`src/rtl/pipe_hazard_ctrl.sv`:
```
// pipe_hazard_ctrl: RAW hazard detect, SRAM freeze/watchdog, branch flush.
// Ports: ID sources, EXE/MEM dests -> hazard, freeze, flush, mem_abort, err, stall_cnt.
module pipe_hazard_ctrl #(
   parameter int FWD_EN  = 1,
   parameter int TIMEOUT = 16,
   parameter int CNT_W   = 16
) (
   input  logic             clk,
   input  logic             rst,
   input  logic [3:0]       src1,
   input  logic [3:0]       src2,
   input  logic             two_src,
   input  logic [3:0]       exe_dest,
   input  logic             exe_wb_en,
   input  logic             exe_mem_r_en,
   input  logic [3:0]       mem_dest,
   input  logic             mem_wb_en,
   input  logic             branch_taken,
   input  logic             mem_req,
   input  logic             sram_ready,
   output logic             hazard,
   output logic             freeze,
   output logic             flush,
   output logic             mem_abort,
   output logic             err,
   output logic [CNT_W-1:0] stall_cnt
);

   localparam int WD_W = $clog2(TIMEOUT) + 1;
   localparam logic [WD_W-1:0] WD_LAST = WD_W'(TIMEOUT - 1);

   typedef enum logic [1:0] {
      IDLE     = 2'd0,
      MEM_WAIT = 2'd1,
      ABORT    = 2'd2
   } state_t;

   state_t          state;
   logic [WD_W-1:0] wdog;

   logic exe_hit;
   logic mem_hit;
   logic raw;
   logic stall;

   // Source match against a writer; src2 only counts when ID reads it.
   assign exe_hit = exe_wb_en &
                    ((src1 == exe_dest) |
                     (two_src & (src2 == exe_dest)));

   assign mem_hit = mem_wb_en &
                    ((src1 == mem_dest) |
                     (two_src & (src2 == mem_dest)));

   // With forwarding only a load in EXE cannot be bypassed in time.
   assign raw = (FWD_EN != 0) ? (exe_hit & exe_mem_r_en)
                              : (exe_hit | mem_hit);

   // Held reset forces every combinational control low at once.
   always_comb begin
      freeze    = 1'b0;
      flush     = 1'b0;
      hazard    = 1'b0;
      mem_abort = 1'b0;
      if (rst) begin
         unique case (state)
            IDLE:     freeze = mem_req & ~sram_ready;
            MEM_WAIT: freeze = ~sram_ready;
            default:  freeze = 1'b0;
         endcase
         mem_abort = (state == ABORT);
         flush     = branch_taken & ~freeze;
         hazard    = raw & ~freeze & ~branch_taken;
      end
   end

   assign stall = hazard | freeze;

   always_ff @(posedge clk or negedge rst) begin
      if (!rst) begin
         state     <= IDLE;
         wdog      <= '0;
         err       <= 1'b0;
         stall_cnt <= '0;
      end else begin
         unique case (state)
            IDLE: begin
               if (mem_req & ~sram_ready) begin
                  state <= MEM_WAIT;
                  wdog  <= WD_W'(1);
               end
            end
            // mem_req is ignored here: a dropped request still waits.
            MEM_WAIT: begin
               if (sram_ready) begin
                  state <= IDLE;
                  wdog  <= '0;
               end else if (wdog == WD_LAST) begin
                  state <= ABORT;
               end else begin
                  wdog <= wdog + WD_W'(1);
               end
            end
            ABORT: begin
               state <= IDLE;
               wdog  <= '0;
               err   <= 1'b1;
            end
            default: begin
               state <= IDLE;
               wdog  <= '0;
            end
         endcase
         if (stall && (stall_cnt != '1))
            stall_cnt <= stall_cnt + CNT_W'(1);
      end
   end

endmodule

```
`config.mk`:
```
export PLATFORM = sky130hd
export DESIGN_NAME = pipe_hazard_ctrl
export DESIGN_NICKNAME = d
export VERILOG_FILES = /design/src/rtl/pipe_hazard_ctrl.sv
export SDC_FILE = /design/constraint.sdc
export NUM_CORES = 1
export LEC_CHECK = 0
export CAP_MARGIN = 10
export CORE_ASPECT_RATIO = 2
export CORE_UTILIZATION = 31
export CTS_BUF_LIST = sky130_fd_sc_hd__clkbuf_2
export DETAILED_ROUTE_END_ITERATION = 8
export GPL_TIMING_DRIVEN = 0
export SLEW_MARGIN = 20
export SYNTH_ARGS = -nofsm -noshare
export SYNTH_HDL_FRONTEND = slang
export SYNTH_SLANG_ARGS = --single-unit
export TNS_END_PERCENT = 50
```
`constraint.sdc`:
```
create_clock -name clk -period 1.63 [get_ports clk]
set_clock_uncertainty 0.15 [all_clocks]
set_input_delay 0.163 -clock clk [delete_from_list [all_inputs] [get_ports clk]]
set_output_delay 0.163 -clock clk [all_outputs]
set_load 0.03 [all_outputs]
```
Yosys cells after proc, flatten, opt, wreduce, memory -nomap -nowiden
Cells that the tools add are included.

Input bits: 25. Word-level logic and storage cells: 45. Bits in registers: 24. Output and inout port bits: 21.

Add/sub/neg operators: 2. Muxes and demuxes: 14. Eq/ne operators: 9. Bitwise logic cells: 12. Reductions and logical operators: 4.

Operator list (number): $add A16 B1 Y16 const B (1); $ne A16 B16 Y1 const B (1); $mux W5 (3); $pmux W5 S2 (1); $eq A4 B4 Y1 (2); $and A1 B1 Y1 (7); $mux W2 (3); $ne A3 B3 Y1 const B (2); $add A5 B1 Y5 const B (1); $eq A5 B4 Y1 const B (1); $mux W1 (5); $pmux W2 S2 (1); $reduce_and A2 Y1 (2); $not A1 Y1 (3); $eq A2 B1 Y1 const B (1); $eq A2 B2 Y1 const B (1); $logic_not A2 Y1 (1); $ne A2 B2 Y1 const B (1); $or A1 B1 Y1 (2); $pmux W1 S2 (1); $logic_and A1 B1 Y1 (1).

Depth between registers and ports, before layout
Word-level depth: 10. Gate-level depth with buffers: 7. Mapped depth without buffers: 7.

Least setup slack after synthesis
Ideal clock, no wire load.

Kind: register -> register. From: reg stall_cnt[0]. To: reg stall_cnt[1]. Period minus slack after synthesis: 2037 ps. Data arrival time: 1760 ps. Cell stages (with the launch flop): 7. Required time: 1352 ps. Slack: -407 ps. Setup time: 128 ps. Cells stage by stage: dfrtp_1 -> ha_1 -> nand2_1 -> nor2_1 -> a32o_2 -> nor2_8 -> mux2_1.

Word-level cells in the longest chain between the ends: 2. Elaborated cells on any way between the ends: 3.

Ends and longest elaborated chain: start, declared (RTL line 26) `output logic [CNT_W-1:0] stall_cnt`; start signal, assigned (RTL line 115) `stall_cnt <= stall_cnt + CNT_W'(1);`; branches (longest 2 deep; another with $add A16 B1 Y16).

Several ways; the timed one is not identified. A chain may end at the register's enable or synchronous reset.

Worst setup path in the final report
From: reg stall_cnt[8]. To: reg stall_cnt[1].

Word-level cells in the longest chain between the ends: 2.

Ends and longest elaborated chain: $ne A16 B16 Y1 (RTL line 114) `if (stall && (stall_cnt != '1))`; $logic_and A1 B1 Y1 (RTL line 114).

No other way between the ends.

==> results.md <==
* Largest family of logic cells by synthesized area: simple AND/OR/NAND/NOR gates
* Hold Path Class: input pin to async pin
* Initial core utilization at 0.326
* Setup TNS at -3.50 ns
* Simple-Gate Fraction of Synth Area at 0.242
* Status: complete, but fails checks
* First-iteration detailed-routing DRC count at 15
* Ratio of cells with drive above 1 in the final layout at 0.437
* Post-Synth Adder-Cell Area at 0.0279
* DRT Wirelength at between 3 and 4 mm
* Ant diodes at 0
* Final Hold Viols at 0
* Vias in the first global route at about 1.4k
* I/O pins at 46
* Via count at roughly 1.3k
* Rel. slew slack at 0.741
* Cells along the critical path: and3_4 > and3_4 > a32o_2 > nor2_8 > mux2_4
* Post-synthesis compound-gate area fraction at 0.100
* RSZ-0062 raised after global routing: yes
* Count leader, synth: dfrtp_1
* Largest net degree at the start of global routing at 25
* Post-synth top area share at 0.447
* CP startpoint kind: flip-flop
* Die area at about 4600 sq um
* Post-synth EDFFs at 0
* Post-synthesis cell count at approximately 140
* Clk root buf: clkbuf_2
* Max clock buf depth at 2
* Netlist cell types at 32
* ANT nets after route at 0
* Top cells by area, synth: dfrtp_1 45%, xnor2_1 9.8%, nor2_1 4.5%
* Final HPWL DP at ~2.6 mm
* Synth cell count leaders: 24 x dfrtp_1, 16 x nor2_1, 15 x xnor2_1
* Buffers on Ports at 40
* Yosys reg bits at 24
* Register area share after synthesis at 0.447
* Filler cell count at roughly 390
* Worst Max-Slew Pin Slew at ~0.39 ns
* Total CTS buffers at 3
* Max Fanout on Critical Path at 5
* First-pass GRT wire length at around 6.4 mm
* Pre-Repair DR Iteration Count at 4
* Final setup violation count at 23
* CP Data Required Time at about 1.7 ns
* Ys async rst share at 1.00
* Power Density at between 600 and 700 nW/um^2
* Core area at between 4000 and 5000 sq um
* CP top delay family: simple AND/OR/NAND/NOR gates
* Final period util at 1.15
* CP bufs+invs at 0
* Clock slew at reported path FFs at ~0.23 ns
* Clock Latency Late Sink at approximately 0.34 ns
* Total GRT Usage at 0.181
* Post-synthesis mux area share at 0.0326
* H-tree levels at 1
* P_leak at approximately 1.1 nW
* DR WL/cell at around 15 um
* Die H at between 90 and 100 um
* Critical path class: flip-flop to flip-flop
* Die W at 48.6 um
* Post-synth top area cell: dfrtp_1
* Peak VDD IR at 0.000458 V
* Mapped Avg Cell Area at 9.96 sq um
* Most used flip-flop cell after synthesis: dfrtp_1
* Critical Path Most Common Cell: and3_4
* Grt ovf at 0
* RePlAce Congestion at 0.703
* Layout Nets at 242
* CTS tree: built
* Row cnt at 33
* Mapped cell area at around 1300 sq um
* Failing checks: negative setup slack
* Synthesized net count at 163
* CP Capture Type: flip-flop
* XOR/XNOR Fraction of Synth Area at 0.130
* CP max stage delay at ~0.46 ns
* Fmax at 0.534 GHz
* Finished Core Util at 0.557
* CP max-delay cell: dfrtp_2
* Max cap viols at 0
* Antenna violations before repair at 0
* Area Growth Syn to Fin at 70.9%
* Residual DRC at 0
* Crit path arrival time at 1.97 ns
* Final Max Slew Viols at 0
* Vias/cell at 5.02
* TritonCTS Sinks at 24
* Final Worst Setup Slack at -0.241 ns
* Ys Warns at 0
* Tmin final at around 1.9 ns
==> cells by family after synthesis <==
family,Yosys count
buffers and inverters,6
AND/OR/NAND/NOR,61
flip-flops,24
adder cells (fa/ha/maj),3
multiplexers,4
XOR/XNOR,20
AO/OA/AOI/OAI,17
==> cell type report <==
class                           instances  area [sq um]  area share
Multi-Input combinational cell        106           910       0.396
Sequential cell                        24           613       0.267
Tap cell                               52          65.1      0.0283
Buffer                                  1          11.3     0.00490
Clock buffer                            4          20.0     0.00871
Timing Repair Buffer                   74           664       0.289
Inverter                                4          15.0     0.00653
==> state kept, by name, summed over array words and instances, names as in the netlist <==
signal	count
state	2
wdog	5
stall_cnt	16
err	1
==> what timing repair did <==
action                                  CTS  global route
cloned                                    1             0
hold endpoints to repair                 24             0
endpoints found under the setup margin   42            24
hold buffers                              2             0
gates resized for setup                  90             5
buffers inserted                         28             4
pin swaps                                31            13
==> worst reg2reg max path: cells and delay by family, from the launching register on <==
kind | cells | cell delay, ns
muxes | 1 | 0.31
DFF | 1 | 0.46
AOI/OAI and AO/OA | 1 | 0.33
and+or+nand+nor | 3 | 0.53
==> per-layer routing <==
metal | vias to the layer above | global-route usage | routed length [um]
met5 | - | 0 | 0
met4 | 0 | 0.0784 | 65
met3 | 6 | 0.0287 | 163
met2 | 35 | 0.386 | 2310
met1 | 652 | 0.160 | 1390
li1 | 638 | - | -
==> power breakdown <==
part / internal, mW / switching [mW] / total, mW
clock: 0.0648 / 0.177 / 0.242
combinational: 0.250 / 0.264 / 0.514
sequential: 0.652 / 0.0644 / 0.716
total: 0.967 / 0.505 / 1.47
==> path summary, 6_finish.rpt <==
kind                                     startpoint                        end  slack [ns]  depth (start not counted)
min in group clk                                rst   stall_cnt[5]$_DFFE_PN0P_        0.30                          6
max reg2reg                stall_cnt[8]$_DFFE_PN0P_   stall_cnt[1]$_DFFE_PN0P_       -0.24                          5
max                        stall_cnt[8]$_DFFE_PN0P_   stall_cnt[1]$_DFFE_PN0P_       -0.24                          5
min                                             rst  stall_cnt[13]$_DFFE_PN0P_        0.20                          3
max in group asynchronous                       rst   stall_cnt[1]$_DFFE_PN0P_        0.95                          3
min reg2reg                         err$_DFFE_PN0N_            err$_DFFE_PN0N_        0.36                          1
==> cells in the final DEF (no fill, tap or decap), drive strengths merged, types with 5 or more instances in the layout <==
| master | count |
|---|---|
| nor2 | 18 |
| nand4 | 7 |
| nand3 | 7 |
| xnor2 | 15 |
| nand2 | 13 |
| a21oi | 6 |
| dlygate4sd2 | 23 |
| buf | 40 |
| xor2 | 5 |
| dfrtp | 24 |
| clkdlybuf4s50 | 11 |
| and3 | 8 |
==> through the flow <==
step                hold WS (ns)  area, sq um  std cells  power, mW  setup WS (ns)
finish                     0.202         2300        265       1.47         -0.241
CTS                        0.174         2250        261       1.48         -0.238
floorplan                 -0.283         1390        135      0.956         -0.253
global route               0.180         2300        265       1.56         -0.318
global placement           0.294         1860        227       1.13          -1.45
detailed placement        0.0742         1850        227       1.15         -0.701
(Power assumes the default switching activity.)
==> patch: new RTL, same settings <==
Change the parameter `TIMEOUT` from 16 to 64.
--- a/src/rtl/pipe_hazard_ctrl.sv
+++ b/src/rtl/pipe_hazard_ctrl.sv
@@ -4,3 +4,3 @@
    parameter int FWD_EN  = 1,
-   parameter int TIMEOUT = 16,
+   parameter int TIMEOUT = 64,
    parameter int CNT_W   = 16
Check against the original RTL: same outputs for any inputs over 10 cycles, from zero or initial values and one cycle with rst low; that may be too few to reach the edited logic, so the function may still have changed.
==> patch against the unedited design <==
  * Setup slack worse by 0.14 ns
  * Power is 27% higher
  * The flow still finishes with violations (setup timing)
  * Area after synthesis is 16% higher
  * Sequential cell count is 2 higher
  * Synthesized cell count is 14% higher
  * Design area is 15% higher
  * Core utilization is 1.4 points lower
  * Routed wire length is 30% higher
  * Via count is 17% higher
  * Critical path depth is 2 higher
  * Critical path type unchanged
  * Largest cell class unchanged
==> patch: results (changes against the unedited design) <==
* Seq_cells at 26 (was 24)
* Critical path arrival at 2.13 ns (was 1.97 ns)
* Buffering overhead at 0.285 (was 0.294)
* Total area of multi-input combinational cells at 1120 um^2 (was 910 um^2)
* Number of global-route vias before repair at 1589 (was 1428)
* Met1 usage at 0.177 (was 0.160)
* Synth area leaders: dfrtp_1 (42%), xor2_1 (11%), nor3_2 (5.1%), nand3_1 (2.9%), o21ai_0 (2.9%) (was dfrtp_1 (45%), xnor2_1 (9.8%), nor2_1 (4.5%), and3_1 (3.7%), nand2_1 (3.6%))
* DP Wirelength at 3.21 mm (was 2.62 mm)
* Crit. Startpoint: stall_cnt[1]$_DFFE_PN0P_ (was stall_cnt[8]$_DFFE_PN0P_)
* Status: finished, violations left (unchanged)
* NumNets Final at 263 (was 242)
* Worst r2r dst: stall_cnt[8]$_DFFE_PN0P_ (was stall_cnt[1]$_DFFE_PN0P_)
* Comb_multi_in at 123 (was 106)
* GR Util All Layers at 0.192 (was 0.181)
* Syn nets at 181 (was 163)
* Clock latency on the worst-skew pair at 0.37 ns (was 0.34 ns)
* HP Class: in2reg (was in2async)
* First-pass GRT wire length at 7.53 mm (was 6.44 mm)
* Post-synth top cells: dfrtp_1 (26), xor2_1 (19), nand2_1 (10) (was dfrtp_1 (24), nor2_1 (16), xnor2_1 (15))
* Sequential area share after synthesis at 0.417 (was 0.447)
* # fillers at 418 (was 387)
* Failing checks: setup timing (unchanged)
* ClkCell Share at 0.00758 (was 0.00871)
* Area post-placement at 2060 um^2 (was 1850 um^2)
* Synth unique cells at 41 (was 32)
* Wl on met1 at 1.73 mm (was 1.39 mm)
* DR vias/cell at 5.32 (was 5.02)
* Setup ws final at -0.379 ns (was -0.241 ns)
* Leakage power total at 0.00124 uW (was 0.00111 uW)
* Pwr Total at 1860 uW (was 1470 uW)
* Sequential fraction of design power at 0.425 (was 0.487)
* Final setup viols at 29 (was 23)
* Peak VDD IR at 0.332 mV (was 0.458 mV)
* PostCTS Resize Cnt at 94 (was 90)
* Worst Tran Pin Value at 0.614 ns (was 0.388 ns)
* R2r startpoint: stall_cnt[1]$_DFFE_PN0P_ (was stall_cnt[8]$_DFFE_PN0P_)
* Buffers excl. clock at 79 (was 75)
* Inverters at 3 (was 4)
* Setup TNS at -7.54 ns (was -3.50 ns)
-- patch: cell types whose count changed after synthesis, sizes merged, moves of 3 or more --
cell	change
nor2	-7
xnor2	-13
nor4	+7
o31ai	-3
nor3	+10
xor2	+14
or3	+4
and3	-6
nand3	+3
o21ai	+8
nand2	-3
-- patch: cell families after synthesis --
family                     Yosys count  share of synthesized area
DFF                                 26                      0.417
adders and majority gates            2                     0.0160
xor gates and xnor gates            21                      0.118
AOI/OAI and AO/OA                   25                      0.113
buffers and inverters                5                     0.0217
muxes                                2                     0.0136
and+or+nand+nor                     73                      0.300
-- patch: how the worst max path moves through the flow --
stage | to | slack [ns] | cells after the start
floorplan | stall_cnt[14]$_DFFE_PN0P_ | -0.32 | 6
CTS | freeze | -0.34 | 3
detailed placement | hazard | -0.91 | 6
global route | stall_cnt[8]$_DFFE_PN0P_ | -0.42 | 7
finish | stall_cnt[8]$_DFFE_PN0P_ | -0.38 | 7
global placement | stall_cnt[12]$_DFFE_PN0P_ | -1.56 | 6
